===== config.mk =====
export PLATFORM = sky130hd
export DESIGN_NAME = rotary_step_decoder
export DESIGN_NICKNAME = d
export VERILOG_FILES = /design/src/rtl/rotary_pkg.sv /design/src/rtl/debounce_filter.sv /design/src/rtl/rotary_step_decoder.sv
export SDC_FILE = /design/constraint.sdc
export NUM_CORES = 1
export LEC_CHECK = 0
export ABC_CLOCK_PERIOD_IN_PS = 8800
export BUFFER_PORTS_ARGS = -buffer_cell sky130_fd_sc_hd__buf_4
export CORE_UTILIZATION = 55
export CTS_CLUSTER_DIAMETER = 120
export DETAILED_ROUTE_END_ITERATION = 12
export PLACE_DENSITY = 0.77
export SLEW_MARGIN = 30
export SYNTH_ARGS = -nofsm -noshare
export SYNTH_HDL_FRONTEND = slang
export SYNTH_SLANG_ARGS = --single-unit

===== constraint.sdc =====
create_clock -name CLK_IN -period 8.8 [get_ports CLK_IN]
set_input_delay 0.44 -clock CLK_IN [delete_from_list [all_inputs] [get_ports CLK_IN]]
set_output_delay 0.44 -clock CLK_IN [all_outputs]
set_load 0.05 [all_outputs]

===== src/rtl/rotary_pkg.sv =====
// Shared definitions for the rotary encoder decoder: FSM encoding, direction
// constants and the default debounce length.
package rotary_pkg;

    localparam int DEBOUNCE_CYCLES_DEFAULT = 50000;

    localparam logic DIR_CW  = 1'b1;
    localparam logic DIR_CCW = 1'b0;

    typedef enum logic [2:0] {
        ST_IDLE = 3'd0,
        ST_CW1  = 3'd1,
        ST_CW2  = 3'd2,
        ST_CW3  = 3'd3,
        ST_CCW1 = 3'd4,
        ST_CCW2 = 3'd5,
        ST_CCW3 = 3'd6,
        ST_ERR  = 3'd7
    } rot_state_e;

    // The count never exceeds cycles-1, so clog2(cycles) bits suffice.
    function automatic int cnt_width(input int cycles);
        return (cycles <= 2) ? 1 : $clog2(cycles);
    endfunction

endpackage


===== src/rtl/debounce_filter.sv =====
// One raw input: 2-flop synchronizer followed by a consecutive-difference
// counter that moves the filtered bit only after a stable run.
module debounce_filter
    import rotary_pkg::*;
#(
    parameter int DEBOUNCE_CYCLES = DEBOUNCE_CYCLES_DEFAULT
) (
    input  logic clk_i,
    input  logic rst_i,
    input  logic raw_i,
    output logic filt_o
);

    localparam int              CNT_W    = cnt_width(DEBOUNCE_CYCLES);
    localparam logic [CNT_W-1:0] CNT_LAST = CNT_W'(DEBOUNCE_CYCLES - 1);

    logic             sync1_q;
    logic             sync2_q;
    logic             filt_q;
    logic             filt_d;
    logic [CNT_W-1:0] cnt_q;
    logic [CNT_W-1:0] cnt_d;

    always_ff @(posedge clk_i or posedge rst_i) begin
        if (rst_i) begin
            sync1_q <= 1'b0;
            sync2_q <= 1'b0;
            filt_q  <= 1'b0;
            cnt_q   <= '0;
        end else begin
            sync1_q <= raw_i;
            sync2_q <= sync1_q;
            filt_q  <= filt_d;
            cnt_q   <= cnt_d;
        end
    end

    // Any cycle where the synchronized value agrees restarts the run.
    always_comb begin
        filt_d = filt_q;
        cnt_d  = '0;
        if (sync2_q != filt_q) begin
            if (cnt_q == CNT_LAST) begin
                filt_d = sync2_q;
            end else begin
                cnt_d = cnt_q + CNT_W'(1);
            end
        end
    end

    assign filt_o = filt_q;

endmodule


===== src/rtl/rotary_step_decoder.sv =====
// Rotary encoder front end: debounced quadrature decoding into detent steps,
// push-switch press pulses and an 8-bit position counter.
module rotary_step_decoder
    import rotary_pkg::*;
#(
    parameter int DEBOUNCE_CYCLES = DEBOUNCE_CYCLES_DEFAULT
) (
    input  logic       CLK_IN,
    input  logic       RST_IN,
    input  logic       ROT_A,
    input  logic       ROT_B,
    input  logic       ROT_CENTER,
    output logic       STEP,
    output logic       DIR,
    output logic       PRESS,
    output logic [7:0] POS,
    output rot_state_e dbg_state_o
);

    logic filt_a;
    logic filt_b;
    logic filt_c;

    debounce_filter #(.DEBOUNCE_CYCLES(DEBOUNCE_CYCLES)) u_filt_a (
        .clk_i(CLK_IN), .rst_i(RST_IN), .raw_i(ROT_A), .filt_o(filt_a)
    );
    debounce_filter #(.DEBOUNCE_CYCLES(DEBOUNCE_CYCLES)) u_filt_b (
        .clk_i(CLK_IN), .rst_i(RST_IN), .raw_i(ROT_B), .filt_o(filt_b)
    );
    debounce_filter #(.DEBOUNCE_CYCLES(DEBOUNCE_CYCLES)) u_filt_c (
        .clk_i(CLK_IN), .rst_i(RST_IN), .raw_i(ROT_CENTER), .filt_o(filt_c)
    );

    rot_state_e state_q, state_d;
    logic       step_q, step_d;
    logic       dir_q, dir_d;
    logic       press_q, press_d;
    logic       center_prev_q;
    logic [7:0] pos_q, pos_d;
    logic [1:0] ab;

    assign ab = {filt_a, filt_b};

    always_ff @(posedge CLK_IN or posedge RST_IN) begin
        if (RST_IN) begin
            state_q       <= ST_IDLE;
            step_q        <= 1'b0;
            dir_q         <= DIR_CCW;
            press_q       <= 1'b0;
            center_prev_q <= 1'b0;
            pos_q         <= 8'd0;
        end else begin
            state_q       <= state_d;
            step_q        <= step_d;
            dir_q         <= dir_d;
            press_q       <= press_d;
            center_prev_q <= filt_c;
            pos_q         <= pos_d;
        end
    end

    // Each state remembers the last AB code; backtracking one code steps back.
    always_comb begin
        state_d = state_q;
        step_d  = 1'b0;
        dir_d   = dir_q;
        case (state_q)
            ST_IDLE: case (ab)
                2'b10:   state_d = ST_CW1;
                2'b01:   state_d = ST_CCW1;
                2'b11:   state_d = ST_ERR;
                default: state_d = ST_IDLE;
            endcase
            ST_CW1: case (ab)
                2'b11:   state_d = ST_CW2;
                2'b00:   state_d = ST_IDLE;
                2'b01:   state_d = ST_ERR;
                default: state_d = ST_CW1;
            endcase
            ST_CW2: case (ab)
                2'b01:   state_d = ST_CW3;
                2'b10:   state_d = ST_CW1;
                2'b00:   state_d = ST_ERR;
                default: state_d = ST_CW2;
            endcase
            ST_CW3: case (ab)
                2'b00: begin
                    state_d = ST_IDLE;
                    step_d  = 1'b1;
                    dir_d   = DIR_CW;
                end
                2'b11:   state_d = ST_CW2;
                2'b10:   state_d = ST_ERR;
                default: state_d = ST_CW3;
            endcase
            ST_CCW1: case (ab)
                2'b11:   state_d = ST_CCW2;
                2'b00:   state_d = ST_IDLE;
                2'b10:   state_d = ST_ERR;
                default: state_d = ST_CCW1;
            endcase
            ST_CCW2: case (ab)
                2'b10:   state_d = ST_CCW3;
                2'b01:   state_d = ST_CCW1;
                2'b00:   state_d = ST_ERR;
                default: state_d = ST_CCW2;
            endcase
            ST_CCW3: case (ab)
                2'b00: begin
                    state_d = ST_IDLE;
                    step_d  = 1'b1;
                    dir_d   = DIR_CCW;
                end
                2'b11:   state_d = ST_CCW2;
                2'b01:   state_d = ST_ERR;
                default: state_d = ST_CCW3;
            endcase
            default: state_d = (ab == 2'b00) ? ST_IDLE : ST_ERR;
        endcase
    end

    // A press clears the position even when a step lands in the same cycle.
    always_comb begin
        press_d = filt_c & ~center_prev_q;
        pos_d   = pos_q;
        if (press_d) begin
            pos_d = 8'd0;
        end else if (step_d) begin
            pos_d = (dir_d == DIR_CW) ? pos_q + 8'd1 : pos_q - 8'd1;
        end
    end

    assign STEP        = step_q;
    assign DIR         = dir_q;
    assign PRESS       = press_q;
    assign POS         = pos_q;
    assign dbg_state_o = state_q;

endmodule


# After elaboration in Yosys (flattened, before gate mapping)
# Cells that the tools add are included.
# classes
mul,0
n_shift,0
n_eq_ne,15
reduce_logical,7
div,0
n_mux,23
add_sub_neg,5
bitwise_logic,2
magnitude_cmp,0
# op_table
op,n
$mux 16,6
$pmux 3 s3,6
$add 16x1->16 const B,3
$eq 16x16->1 const B,3
$mux 8,3
$pmux 3 s7,1
$eq 3x3->1 const B,3
$add 8x1->8 const B,1
$sub 8x1->8 const B,1
$eq 3x2->1 const B,2
$pmux 2 s3,1
$reduce_and 2->1,3
$eq 2x2->1 const B,2
$mux 1,4
$eq 3x1->1 const B,1
$logic_not 3->1,1
$mux 3,1
$ne 1x1->1,3
$eq 2x1->1 const B,1
$logic_not 2->1,1
$pmux 1 s2,1
$reduce_bool 2->1,1
$reduce_or 2->1,1
$and 1x1->1,1
$not 1->1,1
# word_totals
out_inout_bits,14
elab_cells,70
register_bits,72
ram_bits,0
inputBits,5
n_memories,0
mem_bits_ro,0
latch_bits,0

# Longest topological paths before layout
# logic_depth
ltp_word,6
depth_mapped,12
depth_no_buf,12

# Hierarchy
# From an unflattened synthesis, not the netlist that was laid out.
# unflattened
hier_cells,378
hier_area_um2,4036.4
# by_module_without_submodules
mod,n_inst,cells_per_inst,area_per_inst_um2,seq_area_each_um2
debounce_filter,3,84,963.4,475.5
rotary_step_decoder,1,126,1146.1,375.4

# Least setup slack after synthesis
# OpenSTA, ideal clock, no wires.
# synth_timing
kind,reg-to-reg
from,"register state_q[2], in the netlist dbg_state_o[2]"
to,"register pos_q[7], in the netlist POS[7]"
required_ps,8721
arrival_ps,2799
slack_ps,5922
setup_time_ps,79
stages_incl_launch_ff,11
cell_sequence,dfrtp_1 -> clkbuf_1 -> o21ai_0 -> a21o_1 -> inv_1 -> ha_1 -> a21oi_1 -> a211oi_1 -> or4_1 -> o31ai_1 -> mux2i_1
# synth_between
elab_chain_cells,5
word_cells_on_any_way,9
# synth_rtl
element,line_no,text
"start, declared",rotary_step_decoder.sv:34,"rot_state_e state_q, state_d;"
"start signal, assigned",rotary_step_decoder.sv:53,state_q <= state_d;
$eq 3x3->1 / $eq 3x2->1 (equally long branches),rotary_step_decoder.sv:67,case (state_q)
$pmux 1 s2 (*),rotary_step_decoder.sv:67,
net dir_d,rotary_step_decoder.sv:36,"logic dir_q, dir_d;"
$mux 8 (*),rotary_step_decoder.sv:129,pos_d = (dir_d == DIR_CW) ? pos_q + 8'd1 : pos_q - 8'd1;
$mux 8 (*),rotary_step_decoder.sv:128,end else if (step_d) begin
$mux 8 (*),rotary_step_decoder.sv:126,if (press_d) begin
"end signal, assigned",rotary_step_decoder.sv:58,pos_q <= pos_d;
"end, declared",rotary_step_decoder.sv:39,"logic [7:0] pos_q, pos_d;"
# Mark *: on every way through the listed nets, which the timed path passes. The rest lies on a longest branch. The select of a mux whose other input is x is not followed.
# A chain may end at the register's enable or synchronous reset.

# Final worst setup path
# layout_timing
from,"register u_filt_a.filt_q, in the netlist u_filt_a.filt_o"
to,"register pos_q[7], in the netlist POS[7]"
# layout_between
elab_chain_cells,6
word_cells_on_any_way,10
# layout_rtl
element,line_no,text
"start, declared",debounce_filter.sv:19,logic filt_q;
"start signal, assigned",debounce_filter.sv:33,filt_q <= filt_d;
$logic_not 2->1 (*),"rotary_step_decoder.sv:86, rotary_step_decoder.sv:108",
$mux 1 (on tied branches),"rotary_step_decoder.sv:108, rotary_step_decoder.sv:86",
$pmux 1 s2 (*),rotary_step_decoder.sv:67,
net dir_d,rotary_step_decoder.sv:36,
$mux 8 (*),rotary_step_decoder.sv:129,
$mux 8 (*),rotary_step_decoder.sv:128,
$mux 8 (*),rotary_step_decoder.sv:126,
# Marked as above.

==> impl_results.md <==
* Status: complete, no violations
* Fin crit period at 3.06 ns
* Global Route Usage Sum at 0.201
* Logic gate share of total power at 0.029
* PortBufs at 18
* CP cell instances: inv_1 -> ha_1 -> nand2_1 -> o21ai_0 -> a21o_1 -> inv_1 -> ha_1 -> a21oi_1 -> a211oi_1 -> or4_1 -> o31ai_1 -> mux2i_1
* Final setup violation count at 0
* Clock power share at 0.427
* LEAKAGE at roughly 1.8 nW
* CTS tree: built
* Rows at 29
* Reg clk slew, reported paths at around 0.08 ns
* Final Cycle Share at 0.348
* CP Class: flop to flop
* RSZ-0062 raised after global routing: false
* Die extent in x at roughly 84 um
* CTS max path bufs at 2
* Sink Count at 72
* Syn Std Cell Area at 0.00366 mm2
* Area Growth Syn to Fin at 10.7%
* Power per cell area at 154 mW/mm2
* Top_reg_cell synth: dfrtp_1
* I/O Pins at 19
* Least-Margin Pin Slew at approximately 0.63 ns
* CTS Hold Bufs at 0
* Placer congestion estimate at 0.870
* Final ANT Viol Nets at 0
* Slowest CP cell: or4_1
* Worst EP arrival at 3.33 ns
* Switch Pwr at 144 uW
* Core area at 0.00639 mm2
* Distinct cells, synth at 46
* Hold Fails Final Rpt at 0
* Slew Limit Headroom at 0.582
* Total grt overflow at 0
* Hpwl dp at 4300 um
* Critical Path Sink: POS[7]
* Layout Utilization at 0.635
* Fmax at approximately 0.33 GHz
* Crit path largest cell delay at 0.50 ns
* Setup Skew at between 0.01 and 0.015 ns
* Max Cap Violations at 0
* Root buffer cell: clkbuf_8
* Layout cells sized above 1 at 0.117
* Reg2reg setup slack at 5.74 ns
* Pre-CTS setup slack at around 5.8 ns
* Seq pwr share at 0.544
* Hold path startpoint: ROT_A
* Initial DRC count at 119
* Post-synth EDFFs at 0
* Pin count of the biggest net entering global routing at 73
* Vias in the first global route at between 2k and 3k
* Vias per cell at 5.51
* Hold/Removal Path Class: input port to flop
* Highest fanout seen on the critical path at 7
* Final slew viol count at 0
* Overall power at approximately 620 uW
* Met2 Usage GRT at 0.326
* First-pass GRT wire length at 11400 um
* Filler cells at roughly 520
* Synth Register Bits at 72
* Initial antenna violation count at 0
* Total Wirelength at about 6300 um
* Post-Syn Instances at between 300 and 400
* Setup bufs post-CTS at 0
* Synth async-reset ratio at 1.00
* Setup ws final at 5.74 ns
* Internal power at 480 uW
* Crit path from: u_filt_a.filt_o
* CTS resizes at 0
* Clock latency on the worst-skew pair at approximately 0.34 ns
* RR Endpoint: POS[7]
* Sw Share at 0.230
* Cts bufs inserted at 9
* Synthesized area per cell at 9.98 um2
* WL per Instance at 13.3 um
* CP Launch Type: flop
* Sequential area share after synthesis at 0.492
* GRT busiest layer: met2
* Die area at 0.00699 mm2
* Drt drc at 0
* R2R depth at 12
* N_diodes at 0
* Worst Setup End Kind: flop
* Die height at 83.6 um
* FF-to-FF Start: u_filt_a.filt_o
* DRT Pass-1 Iters at 4
* Nets@finish at 411
* Grt met3 use at 0.0326
* Total number of vias at 2597
* Met1 GRT Util at 0.270
* Final setup TNS at 0 ns
* Worst IR Drop VDD at 0.0991 mV
* Synth warn at 0
* Initial core utilization at 0.573
* Net count after synthesis at 389
* Critical Path RT at 9.07 ns
* H-tree levels at 3
## synth_stat cells (5+ instances only)
| master | n | area (um2) |
|---|---|---|
| o21ai_0 | 7 | 35.0 |
| nand2_1 | 27 | 101 |
| xor2_1 | 21 | 184 |
| dfrtp_1 | 72 | 1800 |
| ha_1 | 16 | 200 |
| a21oi_1 | 10 | 50.1 |
| nor4_1 | 5 | 31.3 |
| nand4_1 | 7 | 43.8 |
| xnor2_1 | 28 | 245 |
| inv_1 | 13 | 48.8 |
| nor3_1 | 10 | 50.1 |
| nor2_1 | 62 | 233 |
| nand3_1 | 24 | 120 |
| and3_1 | 12 | 75.1 |
## area by class of cell
type                       instances  area (um2)  share of cell area
clock buffer                      10         138              0.0340
clock inverter                     6        67.6              0.0167
inverter                          15        56.3              0.0139
multi-input combinational        272        1750               0.431
sequential                        72        1800               0.444
tap                               77        96.3              0.0238
timing repair buffer              19         146              0.0361
## worst min-delay path by stage
stage	slack [ns]	cells past startpoint	endpoint
global route	0.18	1	u_filt_a.sync1_q
detailed placement	0.35	0	u_filt_a.sync2_q
CTS	0.19	1	u_filt_a.sync1_q
finish	0.20	1	u_filt_a.sync1_q
floorplan	0.33	0	u_filt_a.sync2_q
global placement	0.33	0	u_filt_b.sync2_q
## critical path, delay by kind of cell, from the launching register on
kind	cells	cell delay (ns)
AO/OA/AOI/OAI	5	0.75
adder cells (fa/ha/maj)	2	0.59
buffers and inverters	2	0.32
flip-flops	1	0.46
multiplexers	1	0.22
AND/OR/NAND/NOR	2	0.65
## registers in the layout (all words and copies together), names as in the netlist
register	count
DIR	1
POS	8
PRESS	1
STEP	1
center_prev_q	1
dbg_state_o	3
u_filt_a.cnt_q	16
u_filt_a.filt_o	1
u_filt_a.sync1_q	1
u_filt_a.sync2_q	1
u_filt_b.cnt_q	16
u_filt_b.filt_o	1
u_filt_b.sync1_q	1
u_filt_b.sync2_q	1
u_filt_c.cnt_q	16
u_filt_c.filt_o	1
u_filt_c.sync1_q	1
u_filt_c.sync2_q	1
## through the flow
step / hold WS [ns] / cell area, um2 / instances
2_1_floorplan: 0.331 / 3660 / 367
3_3_place_gp: 0.333 / 3840 / 455
3_5_place_dp: 0.345 / 3840 / 455
4_1_cts: 0.187 / 4050 / 471
5_1_grt: 0.178 / 4050 / 471
6_report: 0.200 / 4050 / 471
## layer usage
metal	vias up	part of all wire
met1	1253	0.50
li1	1297	-
met5	-	0
met4	0	0.018
met2	35	0.46
met3	12	0.021
## logic make-up (layout without fill, tap and decap cells)
logic type / after synthesis / count (layout) / share of synthesized area
AND/OR/NAND/NOR: 163 / 163 / 0.218
flip-flops: 72 / 72 / 0.492
XOR/XNOR: 49 / 49 / 0.117
AO/OA/AOI/OAI: 38 / 38 / 0.0676
buffers and inverters: 23 / 50 / 0.0307
adder cells (fa/ha/maj): 17 / 17 / 0.0601
multiplexers: 5 / 5 / 0.0147
## power by group through the flow
stage / registers, mW / logic [mW] / clock network, mW
2_1_floorplan: 0.345 / 0.0145 / 0
3_3_place_gp: 0.346 / 0.0178 / 0
3_5_place_dp: 0.346 / 0.0185 / 0
4_1_cts: 0.339 / 0.0186 / 0.273
5_1_grt: 0.340 / 0.0215 / 0.288
6_report: 0.340 / 0.0182 / 0.266
## placed cells by master, fill, tap and decap left out, types with 2 or more instances in the layout
cell type,instances
inv_2,2
nor4b_1,2
and3_1,12
mux2_2,3
clkbuf_8,10
buf_4,18
a21o_1,3
nor3_1,10
ha_1,16
nor4_2,3
mux2i_1,2
and3_4,2
nor2_1,62
o31ai_1,2
o21ai_0,7
o211ai_1,3
a21oi_1,10
clkinvlp_4,2
nand3_1,24
xor2_1,21
dfrtp_1,72
nand4_1,7
a31oi_1,2
nand2b_1,4
nor4_1,5
inv_1,12
nand2_1,27
a211oi_1,3
xnor2_1,28
Note: power is estimated with default switching activity, not from simulation.
